`config.mk`:
```
export PLATFORM = sky130hd
export DESIGN_NAME = oserdes_tx_framer_flat
export DESIGN_NICKNAME = d
export VERILOG_FILES = /design/src/rtl/oserdes_tx_framer_if.sv /design/src/rtl/oserdes_tx_framer.sv /design/src/flat_wrapper.sv
export SDC_FILE = /design/constraint.sdc
export NUM_CORES = 1
export LEC_CHECK = 0
export CAP_MARGIN = 20
export CORE_ASPECT_RATIO = 0.5
export CORE_UTILIZATION = 55
export DETAILED_ROUTE_END_ITERATION = 8
export PLACE_DENSITY = 0.85
export SYNTH_ARGS = -nofsm -noshare
export SYNTH_HDL_FRONTEND = slang
export SYNTH_SLANG_ARGS = --single-unit
```
`constraint.sdc`:
```
create_clock -name c -period 6.25 [get_ports c]
set_input_delay 0.9375 -clock c [delete_from_list [all_inputs] [get_ports c]]
set_output_delay 0.9375 -clock c [all_outputs]
set_load 0.1 [all_outputs]
```
`src/rtl/oserdes_tx_framer_if.sv`:
```
// Stream-in / serializer-out bundle for oserdes_tx_framer.
// Clock and reset stay plain module ports; only the datapath signals live here.
interface oserdes_tx_framer_if #(
    parameter int WORD_W = 32
);
    logic [WORD_W-1:0] s_data;
    logic              s_valid;
    logic              s_last;
    logic              s_ready;
    logic [3:0]        dout;
    logic              t;
    logic              busy;
    logic              underrun;

    modport master (
        output s_data, s_valid, s_last,
        input  s_ready, dout, t, busy, underrun
    );

    modport slave (
        input  s_data, s_valid, s_last,
        output s_ready, dout, t, busy, underrun
    );
endinterface

```
`src/rtl/oserdes_tx_framer.sv`:
```
// Framing/gearbox stage feeding a 4:1 DDR output serializer.
// Each burst is sent as: preamble nibbles, data nibbles (LS nibble first), tail nibbles, then high-Z.
//
// state | meaning
// IDLE  | line high-Z, waiting for s_valid
// PRE   | driving preamble; word accepted on the final cycle
// DATA  | shifting out the captured word one nibble per cycle
// FILL  | underrun inside a burst, driving idle nibble
// TAIL  | driving idle nibble before releasing the line
module oserdes_tx_framer #(
    parameter int         WORD_W      = 32,
    parameter int         PREAMBLE_N  = 2,
    parameter logic [3:0] PREAMBLE    = 4'h5,
    parameter logic [3:0] IDLE_NIBBLE = 4'hF,
    parameter int         TAIL_N      = 1
) (
    input logic                c,
    input logic                r_n,
    oserdes_tx_framer_if.slave bus
);
    localparam int NIB_N  = WORD_W / 4;
    localparam int PRE_W  = (PREAMBLE_N > 1) ? $clog2(PREAMBLE_N) : 1;
    localparam int NIB_W  = (NIB_N > 1) ? $clog2(NIB_N) : 1;
    localparam int TAIL_W = (TAIL_N > 1) ? $clog2(TAIL_N) : 1;

    localparam logic [PRE_W-1:0]  PRE_LAST  = PRE_W'(PREAMBLE_N - 1);
    localparam logic [NIB_W-1:0]  NIB_LAST  = NIB_W'(NIB_N - 1);
    localparam logic [TAIL_W-1:0] TAIL_LAST = TAIL_W'(TAIL_N - 1);

    typedef enum logic [2:0] {
        S_IDLE,
        S_PRE,
        S_DATA,
        S_FILL,
        S_TAIL
    } state_t;

    state_t              r_state;
    state_t              w_state_nxt;
    logic [PRE_W-1:0]    r_pre_cnt;
    logic [NIB_W-1:0]    r_nib_cnt;
    logic [TAIL_W-1:0]   r_tail_cnt;
    logic [WORD_W-1:0]   r_word;
    logic                r_last;

    logic                w_pre_done;
    logic                w_nib_done;
    logic                w_tail_done;
    logic                w_load;
    logic                w_ready;
    logic                w_t;
    logic [3:0]          w_dout;

    assign w_pre_done  = (r_pre_cnt == PRE_LAST);
    assign w_nib_done  = (r_nib_cnt == NIB_LAST);
    assign w_tail_done = (r_tail_cnt == TAIL_LAST);

    always_ff @(posedge c or negedge r_n) begin
        if (!r_n) begin
            r_state <= S_IDLE;
        end else begin
            r_state <= w_state_nxt;
        end
    end

    // Outputs decode state only; s_valid steers next state and the load strobe, never s_ready.
    always_comb begin
        w_state_nxt = r_state;
        w_dout      = IDLE_NIBBLE;
        w_t         = 1'b0;
        w_ready     = 1'b0;
        w_load      = 1'b0;
        case (r_state)
            S_IDLE: begin
                w_t = 1'b1;
                if (bus.s_valid) w_state_nxt = S_PRE;
            end
            S_PRE: begin
                w_dout = PREAMBLE;
                if (w_pre_done) begin
                    w_ready = 1'b1;
                    if (bus.s_valid) begin
                        w_load      = 1'b1;
                        w_state_nxt = S_DATA;
                    end
                end
            end
            S_DATA: begin
                w_dout = r_word[3:0];
                if (w_nib_done) begin
                    if (r_last) begin
                        w_state_nxt = S_TAIL;
                    end else begin
                        w_ready = 1'b1;
                        if (bus.s_valid) begin
                            w_load      = 1'b1;
                            w_state_nxt = S_DATA;
                        end else begin
                            w_state_nxt = S_FILL;
                        end
                    end
                end
            end
            S_FILL: begin
                w_ready = 1'b1;
                if (bus.s_valid) begin
                    w_load      = 1'b1;
                    w_state_nxt = S_DATA;
                end
            end
            S_TAIL: begin
                if (w_tail_done) w_state_nxt = S_IDLE;
            end
            default: begin
                w_t         = 1'b1;
                w_state_nxt = S_IDLE;
            end
        endcase
    end

    always_ff @(posedge c or negedge r_n) begin
        if (!r_n) begin
            r_pre_cnt  <= '0;
            r_nib_cnt  <= '0;
            r_tail_cnt <= '0;
            r_word     <= '0;
            r_last     <= 1'b0;
        end else begin
            if (r_state == S_PRE && !w_pre_done) begin
                r_pre_cnt <= r_pre_cnt + PRE_W'(1);
            end else if (w_state_nxt != S_PRE) begin
                r_pre_cnt <= '0;
            end

            if (w_load) begin
                r_word    <= bus.s_data;
                r_last    <= bus.s_last;
                r_nib_cnt <= '0;
            end else if (r_state == S_DATA && !w_nib_done) begin
                r_word    <= r_word >> 4;
                r_nib_cnt <= r_nib_cnt + NIB_W'(1);
            end else begin
                r_nib_cnt <= '0;
            end

            if (r_state == S_TAIL && !w_tail_done) begin
                r_tail_cnt <= r_tail_cnt + TAIL_W'(1);
            end else begin
                r_tail_cnt <= '0;
            end
        end
    end

    assign bus.dout     = w_dout;
    assign bus.t        = w_t;
    assign bus.s_ready  = w_ready;
    assign bus.busy     = (r_state != S_IDLE);
    assign bus.underrun = (r_state == S_FILL);
endmodule
```
`src/flat_wrapper.sv`:
```
// flat-port wrapper written by rule: the top's interface ports become plain ports
module oserdes_tx_framer_flat 
#(
    parameter int         WORD_W      = 32,
    parameter int         PREAMBLE_N  = 2,
    parameter logic [3:0] PREAMBLE    = 4'h5,
    parameter logic [3:0] IDLE_NIBBLE = 4'hF,
    parameter int         TAIL_N      = 1
)
  (c, r_n, bus_s_data, bus_s_valid, bus_s_last, bus_s_ready, bus_dout, bus_t, bus_busy, bus_underrun);
  oserdes_tx_framer_if #(.WORD_W(WORD_W)) bus_i ();
  input logic c;
  input logic r_n;
  input wire logic [$bits(bus_i.s_data)-1:0] bus_s_data;
  input wire logic [$bits(bus_i.s_valid)-1:0] bus_s_valid;
  input wire logic [$bits(bus_i.s_last)-1:0] bus_s_last;
  output wire logic [$bits(bus_i.s_ready)-1:0] bus_s_ready;
  output wire logic [$bits(bus_i.dout)-1:0] bus_dout;
  output wire logic [$bits(bus_i.t)-1:0] bus_t;
  output wire logic [$bits(bus_i.busy)-1:0] bus_busy;
  output wire logic [$bits(bus_i.underrun)-1:0] bus_underrun;
  assign bus_i.s_data = bus_s_data;
  assign bus_i.s_valid = bus_s_valid;
  assign bus_i.s_last = bus_s_last;
  assign bus_s_ready = bus_i.s_ready;
  assign bus_dout = bus_i.dout;
  assign bus_t = bus_i.t;
  assign bus_busy = bus_i.busy;
  assign bus_underrun = bus_i.underrun;
  oserdes_tx_framer #(.WORD_W(WORD_W), .PREAMBLE_N(PREAMBLE_N), .PREAMBLE(PREAMBLE), .IDLE_NIBBLE(IDLE_NIBBLE), .TAIL_N(TAIL_N)) u_core (.c(c), .r_n(r_n), .bus(bus_i));
endmodule
```
==> results of run 1 <==
[per-layer routing]
layer | global-route usage (%) | vias up | share of wire, %
met5 | 0 | - | 0
met4 | 11.94 | 0 | 1.7
met2 | 45.69 | 76 | 49
met3 | 6.500 | 11 | 5.6
li1 | - | 885 | -
met1 | 35.52 | 927 | 44
[cells by family after synthesis]
family          Yosys count  synth area share [%]
buf+inv                  31                 5.654
simple gates             83                 16.73
fa+ha+maj                 2                 1.178
flops                    41                 48.29
compound gates           64                 23.91
other cells               1                0.1765
mux                       7                 3.651
xor+xnor                  1                0.4123
[area by class of cell]
type / count / area share, %
Sequential cell: 41 / 38.50
Multi-Input combinational cell: 158 / 36.95
Timing Repair Buffer: 46 / 17.56
Clock buffer: 5 / 2.582
Tap cell: 51 / 2.394
Clock inverter: 2 / 1.315
Inverter: 5 / 0.7042
[how the worst max path moves through the flow]
stage	to	slack [ns]	start
2_1_floorplan	bus_dout[1]	2.45	u_core.r_state[0]$_DFF_PN0_
3_3_place_gp	bus_s_ready	2.41	u_core.r_nib_cnt[0]$_DFF_PN0_
3_5_place_dp	bus_s_ready	2.29	u_core.r_nib_cnt[0]$_DFF_PN0_
4_1_cts	bus_s_ready	1.94	u_core.r_nib_cnt[1]$_DFF_PN0_
5_1_grt	bus_s_ready	1.77	u_core.r_nib_cnt[0]$_DFF_PN0_
6_report	bus_s_ready	1.90	u_core.r_nib_cnt[1]$_DFF_PN0_
[where the power goes]
group / total, mW / switching, mW / internal, mW / leakage [nW]
combinational: 0.475 / 0.313 / 0.163 / 0.509
clock: 0.210 / 0.0942 / 0.116 / 0.0540
sequential: 0.437 / 0.0681 / 0.369 / 0.515
[metrics by stage]
step / setup WS [ns] / instances / hold WS [ns] / area, sq um
floorplan: 2.448 / 230 / 0.4099 / 2125
global placement: 2.410 / 300 / 0.4184 / 2534
detailed placement: 2.291 / 300 / 0.4271 / 2534
CTS: 1.945 / 307 / 0.4351 / 2638
global route: 1.766 / 308 / 0.4687 / 2665
finish: 1.895 / 308 / 0.4318 / 2665
[worst register-to-register path: cells and delay by family (launching register included)]
family	cells	cell delay (ns)
muxes	1	0.43
and+or+nand+nor	1	0.91
adders and majority gates	2	0.41
AOI/OAI and AO/OA	1	1.10
DFF	1	0.35
[state kept, by name (all words and copies together) (netlist names)]
register	cells
u_core.r_word	32
u_core.r_nib_cnt	3
u_core.r_state	3
u_core.r_last	1
u_core.r_pre_cnt	1
u_core.r_tail_cnt	1
[cell usage after synthesis]
library cell | n | share of area (%)
nand2_1 | 62 | 11
dfrtp_1 | 41 | 48
o2111ai_1 | 27 | 11
o211ai_1 | 27 | 9.5
clkbuf_1 | 21 | 3.7
nor2_1 | 6 | 1.1
inv_1 | 5 | 0.88
mux2i_1 | 4 | 1.9
buf_2 | 3 | 0.71
o21ai_0 | 3 | 0.71
or3_1 | 3 | 0.88
a21o_1 | 2 | 0.71
and2_1 | 2 | 0.59
buf_1 | 2 | 0.35
ha_1 | 2 | 1.2
mux2_2 | 2 | 1.1
nand2b_1 | 2 | 0.59
nor2b_1 | 2 | 0.59
nor3_1 | 2 | 0.47
a211oi_1 | 1 | 0.35
a22oi_1 | 1 | 0.35
and3_1 | 1 | 0.29
and3b_1 | 1 | 0.41
conb_1 | 1 | 0.18
mux2_4 | 1 | 0.71
nor4b_1 | 1 | 0.41
o211a_1 | 1 | 0.47
o21a_1 | 1 | 0.35
o22ai_1 | 1 | 0.29
or4b_1 | 1 | 0.47
xor2_1 | 1 | 0.41
==> qor.csv, run 1 <==
stage,metric,value,unit
status,status,"finished, final reports clean",
routing,drcViolationCount,0,
sta,tightest_slew,1.173,ns
flow_run,cap_violations,0,
synthesis,ys_seq_elements,41,
setup_path,crit_path_cell_trace,ha_1 -> ha_1 -> and3b_1 -> nor2_1 -> nor2_1 -> clkdlybuf4s50_1,
layout,mostFrequentLayoutCells,"62 x nand2_1, 42 x clkdlybuf4s50_1, 41 x dfrtp_1",
grt,antenna_found_initial,0,
power_and_ir_drop,p_leak,1.079,nW
cts,clkSlewWorstSetupHoldPaths,0.08,ns
sta,tns,0,ns
routing,dr.first_iter.drc_count,145,
layout,fill_cells,280,
placed_design,gp_congestion,0.7265,
layout,postLayoutCoreUtil,74.74,%
synthesis,ys_seq_area_share,48.29,%
synthesis,ys_warn_count,0,
layout,seq_area,1026,sq um
cts,h-tree-depth,2,
setup_path,critPathSlowestCell,clkdlybuf4s50_1,
setup_path,r2r_setup_slack,2.94,ns
cts,cts_max_path_buffers,2,
grt,grt_overflow,0,
setup_path,crit_fanout,30,
setup_path,cp.depth,6,
cts,cts.repair.resized,0,
setup_path,path_class,flop to primary output,
power_and_ir_drop,p_total,1.122,mW
routing,drtPass1Iterations,4,
min_path,hold_path_depth,1,
cts,clockRootBuffer,clkbuf_8,
grt,grt_usage,27.37,%
layout,layout.nets,295,
routing,drt-vias-per-instance,6.166,
cts,holdBufCountCts,0,
routing,post_drt_wl_per_cell,17.56,microns
sta,max_slew_margin,21.78,%
floorplan,ios,44,
sta,finalHoldViolations,0,
sta,rsz0062_at_grt,no,
min_path,hp-class,flop to flop,
setup_path,startpoint_type,flop,
routing,routed_wl,5.410,mm
sta,finalClockSkew,0.007722,ns
cts,cts_made_buffers,5,
sta,finalCriticalPeriod,4.355,ns
cts,post_cts.repair.setup_buffers,0,
min_path,holdPathEnd,u_core.r_nib_cnt[0]$_DFF_PN0_,
cts,cts_tree,built,
layout,areaGrowthSynthToFinish,25.44,%
setup_path,crit_buf_inv,1,
cts,clock_sinks,41,
floorplan,fp.dieArea,4131,sq um
sta,maxSlewViolCount,0,
setup_path,reg2reg_depth,5,
power_and_ir_drop,power_density,421.1,nW/um^2
setup_path,worstReg2RegStart,u_core.r_nib_cnt[1]$_DFF_PN0_,
synthesis,syn_inst,230,
setup_path,arrival,3.42,ns
grt,first_global_vias,1798,
sta,setup_viol_count_final,0,
setup_path,slowest_delay,1.14,ns
power_and_ir_drop,peakVddDrop,164.1,uV
synthesis,synth_area_per_cell,9.237,sq um
synthesis,synthesis.nets,268,
setup_path,reg2reg_to,u_core.r_last$_DFFE_PN0P_,
placed_design,io_buffers,43,
synthesis,synth_area,2125,sq um
layout,layout_commonest_cell,nand2_1,
cts,clock_latency,0.30,ns
setup_path,end_kind,primary output,
floorplan,dieHeight,45.95,microns
grt,grt_pass1_wl,8.487,mm
routing,vias,1899,
layout,n_antenna_cell,0,
setup_path,cpLargestDelayFamily,simple AND/OR/NAND/NOR gates,
grt,grt_max_degree,42,
synthesis,synthDistinctLibCells,31,
layout,multi_input_area,984.7,sq um
sta,fmax,0.2296,GHz
placed_design,dpl.hpwl,3.168,mm
min_path,hp-start,u_core.r_nib_cnt[0]$_DFF_PN0_,
routing,ant_nets,0,
setup_path,crit_required,5.31,ns
floorplan,core_area,3566,sq um
sta,fin_crit_sh,69.68,%
floorplan,die_w,89.90,microns
floorplan,num_rows,15,
layout,final_layout_size_suffix_gt1_share,5.837,%
floorplan,initial_utilization,59.58,%
No activity file was read; power rests on OpenSTA's default activity.
==> inputs of run 2 (changes only) <==
--- a/config.mk
+++ b/config.mk
@@ -7,9 +7,9 @@
 export LEC_CHECK = 0
 export CAP_MARGIN = 20
 export CORE_ASPECT_RATIO = 0.5
-export CORE_UTILIZATION = 55
+export CORE_UTILIZATION = 51
 export DETAILED_ROUTE_END_ITERATION = 8
-export PLACE_DENSITY = 0.85
+export PLACE_DENSITY = 0.8
 export SYNTH_ARGS = -nofsm -noshare
 export SYNTH_HDL_FRONTEND = slang
 export SYNTH_SLANG_ARGS = --single-unit
==> constraint.sdc (replaced) <==
create_clock -name c -period 4.5 [get_ports c]
set_input_delay 0.675 -clock c [delete_from_list [all_inputs] [get_ports c]]
set_output_delay 0.675 -clock c [all_outputs]
set_load 0.1 [all_outputs]
==> qor.csv, run 2 (synthesis gave the netlist of run 1 again) <==
stage,metric,value,unit,change
sta,tns,0,ns,unchanged
sta,finalHoldViolations,0,,unchanged
routing,drcViolationCount,0,,unchanged
setup_path,path_class,flop to primary output,,
power_and_ir_drop,p_total,1.502,mW,+34%
routing,top_layer,met4,,
routing,post_drt_wl_per_cell,15.26,microns,-13%
setup_path,crit_buf_inv,2,,+1
sta,fin_crit_sh,71.30,%,
sta,maxSlewViolCount,0,,unchanged
cts,cts.repair.resized,0,,unchanged
status,status,"finished, final reports clean",,
placed_design,io_buffers,43,,unchanged
sta,worst_slack,1.292,ns,-0.6034 ns
sta,rsz0062_at_grt,no,,
routing,drtPass1Iterations,4,,unchanged
grt,grt_overflow,0,,unchanged
routing,dr.first_iter.drc_count,149,,+2.8%
floorplan,dieHeight,47.64,microns,+3.7%
cts,post_cts.repair.setup_buffers,0,,unchanged
setup_path,arrival,2.53,ns,-0.89 ns
layout,largest_reg_flops,32,,unchanged
setup_path,r2r_setup_slack,1.62,ns,-1.32 ns
placed_design,dp_slack,1.624,ns,-0.6667 ns
setup_path,slowest_delay,1.13,ns,about the same
sta,finalClockSkew,0.007779,ns,+0.00005737 ns
layout,mostFrequentLayoutCells,"62 x nand2_1, 41 x clkdlybuf4s50_1, 41 x dfrtp_1",,
setup_path,end_kind,primary output,,
layout,layout_commonest_cell,nand2_1,,
setup_path,cpLargestDelayFamily,buffers and inverters,,
layout,areaGrowthSynthToFinish,25.74,%,
placed_design,gp_congestion,0.7701,,+6.0%
routing,dr_wl_met3,272,microns,-9.6%
cts,clock_sinks,41,,unchanged
min_path,hp-start,u_core.r_nib_cnt[0]$_DFF_PN0_,,
sta,setup_viol_count_final,0,,unchanged
setup_path,crit_fanout,17,,-43%
routing,vias,1844,,-2.9%
grt,grt_max_degree,42,,unchanged
cts,holdBufCountCts,0,,unchanged
layout,largest-register,u_core.r_word,,
setup_path,reg2reg_depth,7,,+2
power_and_ir_drop,p_leak,1.085,nW,+0.55%
routing,ant_nets,0,,unchanged
cts,h-tree-depth,2,,unchanged
layout,layout.nets,298,,+1.0%
routing,drt-vias-per-instance,5.873,,-4.8%
layout,fill_cells,341,,+22%
power_and_ir_drop,power_density,562.3,nW/um^2,+34%
sta,tightest_slew,0.9859,ns,-0.1873 ns
placed_design,dpl.hpwl,3.093,mm,-2.4%
floorplan,core_area,3944,sq um,+11%
routing,drt-met1-wl,2.291,mm,-3.9%
min_path,hp-class,flop to flop,,
layout,n_antenna_cell,0,,unchanged
floorplan,num_rows,16,,+1
floorplan,initial_utilization,53.87,%,-5.7 points
flow_run,cap_violations,0,,unchanged
sta,fmax,0.3117,GHz,
grt,grt_usage,23.09,%,-4.3 points
grt,first_global_vias,1646,,-8.5%
layout,top_regs,"u_core.r_word x32, u_core.r_nib_cnt x3, u_core.r_state x3",,
layout,final_layout_size_suffix_gt1_share,6.923,%,+1.1 points
floorplan,ios,44,,unchanged
setup_path,critPathSlowestCell,clkdlybuf4s50_1,,
setup_path,reg2reg_to,u_core.r_word[31]$_DFFE_PN0P_,,
routing,routed_wl,4.792,mm,-11%
grt,grt_pass1_wl,7.583,mm,-11%
min_path,holdPathEnd,u_core.r_nib_cnt[0]$_DFF_PN0_,,
setup_path,crit_required,3.83,ns,-1.48 ns
sta,max_slew_margin,34.27,%,+12 points
grt,antenna_found_initial,0,,unchanged
cts,cts_max_path_buffers,2,,unchanged
floorplan,die_w,93.28,microns,+3.8%
min_path,hold_path_depth,1,,unchanged
cts,clock_latency,0.29,ns,about the same
sta,hold_ws,0.4484,ns,+0.01654 ns
power_and_ir_drop,peakVddDrop,224.0,uV,+36%
setup_path,crit_path_cell_trace,inv_1 -> and3_1 -> clkdlybuf4s50_1,,
cts,clockRootBuffer,clkbuf_8,,
setup_path,startpoint_type,flop,,
cts,cts_made_buffers,5,,unchanged
cts,cts_tree,built,,
routing,wl_met2,2.161,mm,-18%
setup_path,worstReg2RegStart,u_core.r_nib_cnt[0]$_DFF_PN0_,,
floorplan,fp.dieArea,4444,sq um,+7.6%
cts,clkSlewWorstSetupHoldPaths,0.08,ns,about the same
sta,finalCriticalPeriod,3.208,ns,
==> run 2: area by class of cell <==
cell class | instances | area [sq um] | area share [%]
sequential | 41 | 1026 | 38.41
tap | 54 | 67.56 | 2.529
timing repair buffer | 49 | 488.0 | 18.27
inverter | 5 | 18.77 | 0.7026
clock buffer | 7 | 86.33 | 3.232
multi-input combinational | 158 | 984.7 | 36.86
==> run 2: report_power, final <==
| group | leakage (nW) | switching, mW | internal (mW) |
|---|---|---|---|
| sequential | 0.515 | 0.0879 | 0.512 |
| clock | 0.0443 | 0.120 | 0.122 |
| combinational | 0.525 | 0.424 | 0.237 |
| total | 1.08 | 0.632 | 0.870 |
==> run 2: how the worst max path moves through the flow <==
stage	start	to	slack (ns)	cells after the start
global route	u_core.r_state[2]$_DFF_PN0_	bus_underrun	1.18	3
detailed placement	u_core.r_state[2]$_DFF_PN0_	bus_underrun	1.62	3
CTS	u_core.r_state[2]$_DFF_PN0_	bus_underrun	1.30	3
finish	u_core.r_state[2]$_DFF_PN0_	bus_underrun	1.29	3
global placement	u_core.r_state[2]$_DFF_PN0_	bus_underrun	1.64	3
floorplan	u_core.r_state[0]$_DFF_PN0_	bus_dout[1]	0.96	3
==> run 2: routing by layer <==
metal,vias up,GRT usage [%]
li1,893,-
met1,883,30.21
met2,60,40.15
met3,8,5.714
met4,0,6.154
met5,-,0
==> run 2: through the flow <==
step | cell area (sq um) | util [%] | std cells
floorplan | 2125 | - | 230
global placement | 2557 | 64.85 | 306
detailed placement | 2557 | 64.85 | 306
CTS | 2644 | 67.04 | 313
global route | 2671 | 67.73 | 314
finish | 2671 | 67.73 | 314
==> inputs of run 3 (changes only) <==
==> constraint.sdc (replaced) <==
create_clock -name c -period 3.15 [get_ports c]
set_input_delay 0.4725 -clock c [delete_from_list [all_inputs] [get_ports c]]
set_output_delay 0.4725 -clock c [all_outputs]
set_load 0.1 [all_outputs]
==> qor.csv, run 3 (synthesis gave the netlist of run 1 again) <==
stage,metric,value,unit,change
cts,cts_max_path_buffers,2,,unchanged
layout,largest-register,u_core.r_word,,
layout,layout.nets,299,,+0.34%
routing,drtPass1Iterations,4,,unchanged
layout,n_antenna_cell,0,,unchanged
floorplan,initial_utilization,53.87,%,unchanged
grt,first_global_vias,1679,,+2.0%
layout,seq_area,1026,sq um,unchanged
setup_path,crit_fanout,16,,-1
cts,clock_sinks,41,,unchanged
floorplan,num_rows,16,,unchanged
sta,finalClockSkew,0.006430,ns,-0.001350 ns
cts,clock_latency,0.29,ns,about the same
layout,final_layout_size_suffix_gt1_share,9.962,%,+3.0 points
cts,clockRootBuffer,clkbuf_8,,
grt,grt_overflow,0,,unchanged
power_and_ir_drop,power_density,804.7,nW/um^2,+43%
grt,grt_pass1_wl,8.135,mm,+7.3%
layout,fill_cells,306,,-10%
layout,top_regs,"u_core.r_word x32, u_core.r_nib_cnt x3, u_core.r_state x3",,
setup_path,crit_required,2.68,ns,-1.15 ns
routing,dr.first_iter.drc_count,166,,+11%
sta,max_slew_margin,40.52,%,+6.3 points
power_and_ir_drop,peakVddDrop,398.4,uV,+78%
sta,tns,0,ns,unchanged
cts,holdBufCountCts,0,,unchanged
floorplan,ios,44,,unchanged
sta,maxSlewViolCount,0,,unchanged
setup_path,end_kind,primary output,,
placed_design,io_buffers,43,,unchanged
placed_design,dp_cells,308,,+0.65%
routing,vias,1833,,-0.60%
floorplan,dieHeight,47.64,microns,unchanged
grt,grt_max_degree,42,,unchanged
cts,post_cts.repair.setup_buffers,0,,unchanged
cts,cts.repair.resized,0,,unchanged
sta,rsz0062_at_grt,no,,
layout,fin_cells,315,,+0.32%
setup_path,cpLargestDelayFamily,simple AND/OR/NAND/NOR gates,,
cts,h-tree-depth,2,,unchanged
placed_design,place_area,2567,sq um,+0.39%
setup_path,startpoint_type,flop,,
sta,tightest_slew,0.8921,ns,-0.09378 ns
floorplan,core_area,3944,sq um,unchanged
setup_path,path_class,flop to primary output,,
layout,largest_reg_flops,32,,unchanged
layout,finalInstanceArea,2654,sq um,-0.66%
sta,finalCriticalPeriod,2.527,ns,
floorplan,die_w,93.28,microns,unchanged
sta,finalHoldViolations,0,,unchanged
min_path,hp-class,input port to asynchronous set/reset pin,,
setup_path,r2r_setup_slack,0.85,ns,-0.77 ns
layout,mostFrequentLayoutCells,"62 x nand2_1, 41 x dfrtp_1, 34 x clkdlybuf4s50_1",,
routing,ant_nets,0,,unchanged
status,status,"finished, final reports clean",,
setup_path,crit_buf_inv,1,,-1
floorplan,fp.dieArea,4444,sq um,unchanged
grt,grt_usage,24.55,%,+1.5 points
setup_path,slowest_delay,0.54,ns,-0.59 ns
routing,routed_wl,4.976,mm,+3.8%
sta,fmax,0.3957,GHz,
setup_path,arrival,2.05,ns,-0.48 ns
routing,drt-vias-per-instance,5.819,,-0.91%
power_and_ir_drop,p_total,2.135,mW,+42%
power_and_ir_drop,p_leak,1.092,nW,+0.66%
placed_design,dpl.hpwl,3.280,mm,+6.1%
grt,antenna_found_initial,0,,unchanged
layout,areaGrowthSynthToFinish,24.91,%,
sta,fin_crit_sh,80.23,%,
setup_path,crit_path_cell_trace,ha_1 -> ha_1 -> and3b_1 -> nor2_1 -> nor2_1 -> buf_12,,
cts,clkSlewWorstSetupHoldPaths,0.08,ns,about the same
cts,cts_tree,built,,
layout,layout_commonest_cell,nand2_1,,
setup_path,critPathSlowestCell,and3b_1,,
cts,cts_made_buffers,5,,unchanged
placed_design,gp_congestion,0.7675,,-0.34%
routing,drcViolationCount,0,,unchanged
routing,post_drt_wl_per_cell,15.80,microns,+3.5%
sta,setup_viol_count_final,0,,unchanged
flow_run,cap_violations,0,,unchanged
layout,multi_input_area,984.7,sq um,unchanged
run 3: power breakdown:
group          internal, mW  switching, mW  leakage [nW]  total (mW)
Combinational         0.321          0.608         0.532       0.929
Clock                 0.174          0.169        0.0443       0.343
Sequential            0.731          0.132         0.515       0.863
run 3: final timing paths:
| check | startpoint | end | cells past startpoint |
|---|---|---|---|
| setup / recovery | u_core.r_nib_cnt[0]$_DFF_PN0_ | bus_s_ready | 6 |
| max in group asynchronous | r_n | u_core.r_word[18]$_DFFE_PN0P_ | 1 |
| hold / removal | r_n | u_core.r_word[28]$_DFFE_PN0P_ | 1 |
| setup reg to reg | u_core.r_nib_cnt[0]$_DFF_PN0_ | u_core.r_word[30]$_DFFE_PN0P_ | 6 |
| hold reg to reg | u_core.r_nib_cnt[0]$_DFF_PN0_ | u_core.r_nib_cnt[0]$_DFF_PN0_ | 1 |
| min in group c | u_core.r_nib_cnt[0]$_DFF_PN0_ | u_core.r_nib_cnt[0]$_DFF_PN0_ | 1 |
run 3: cell type report:
type	count	area share (%)
tap	54	2.546
multi-input combinational	158	37.11
inverter	5	0.7072
sequential	41	38.66
timing repair buffer	50	17.73
clock buffer	7	3.253
run 3: routing by layer:
| layer | vias up | GRT usage, % | share of wire, % |
|---|---|---|---|
| li1 | 894 | - | - |
| met1 | 899 | 33.83 | 48 |
| met2 | 38 | 40.15 | 47 |
| met3 | 2 | 5.397 | 4.1 |
| met4 | 0 | 7.692 | 0.58 |
| met5 | - | 0 | 0 |
run 3: metrics by stage:
step / util, % / hold slack [ns] / setup WS [ns]
after floorplan: - / 0.1769 / -0.1871
after global placement: 65.10 / 0.4200 / 0.9215
after detailed placement: 65.10 / 0.4314 / 0.8750
after CTS: 67.29 / 0.3480 / 0.6214
after global routing: 67.29 / 0.3963 / 0.4929
final: 67.29 / 0.3014 / 0.6229
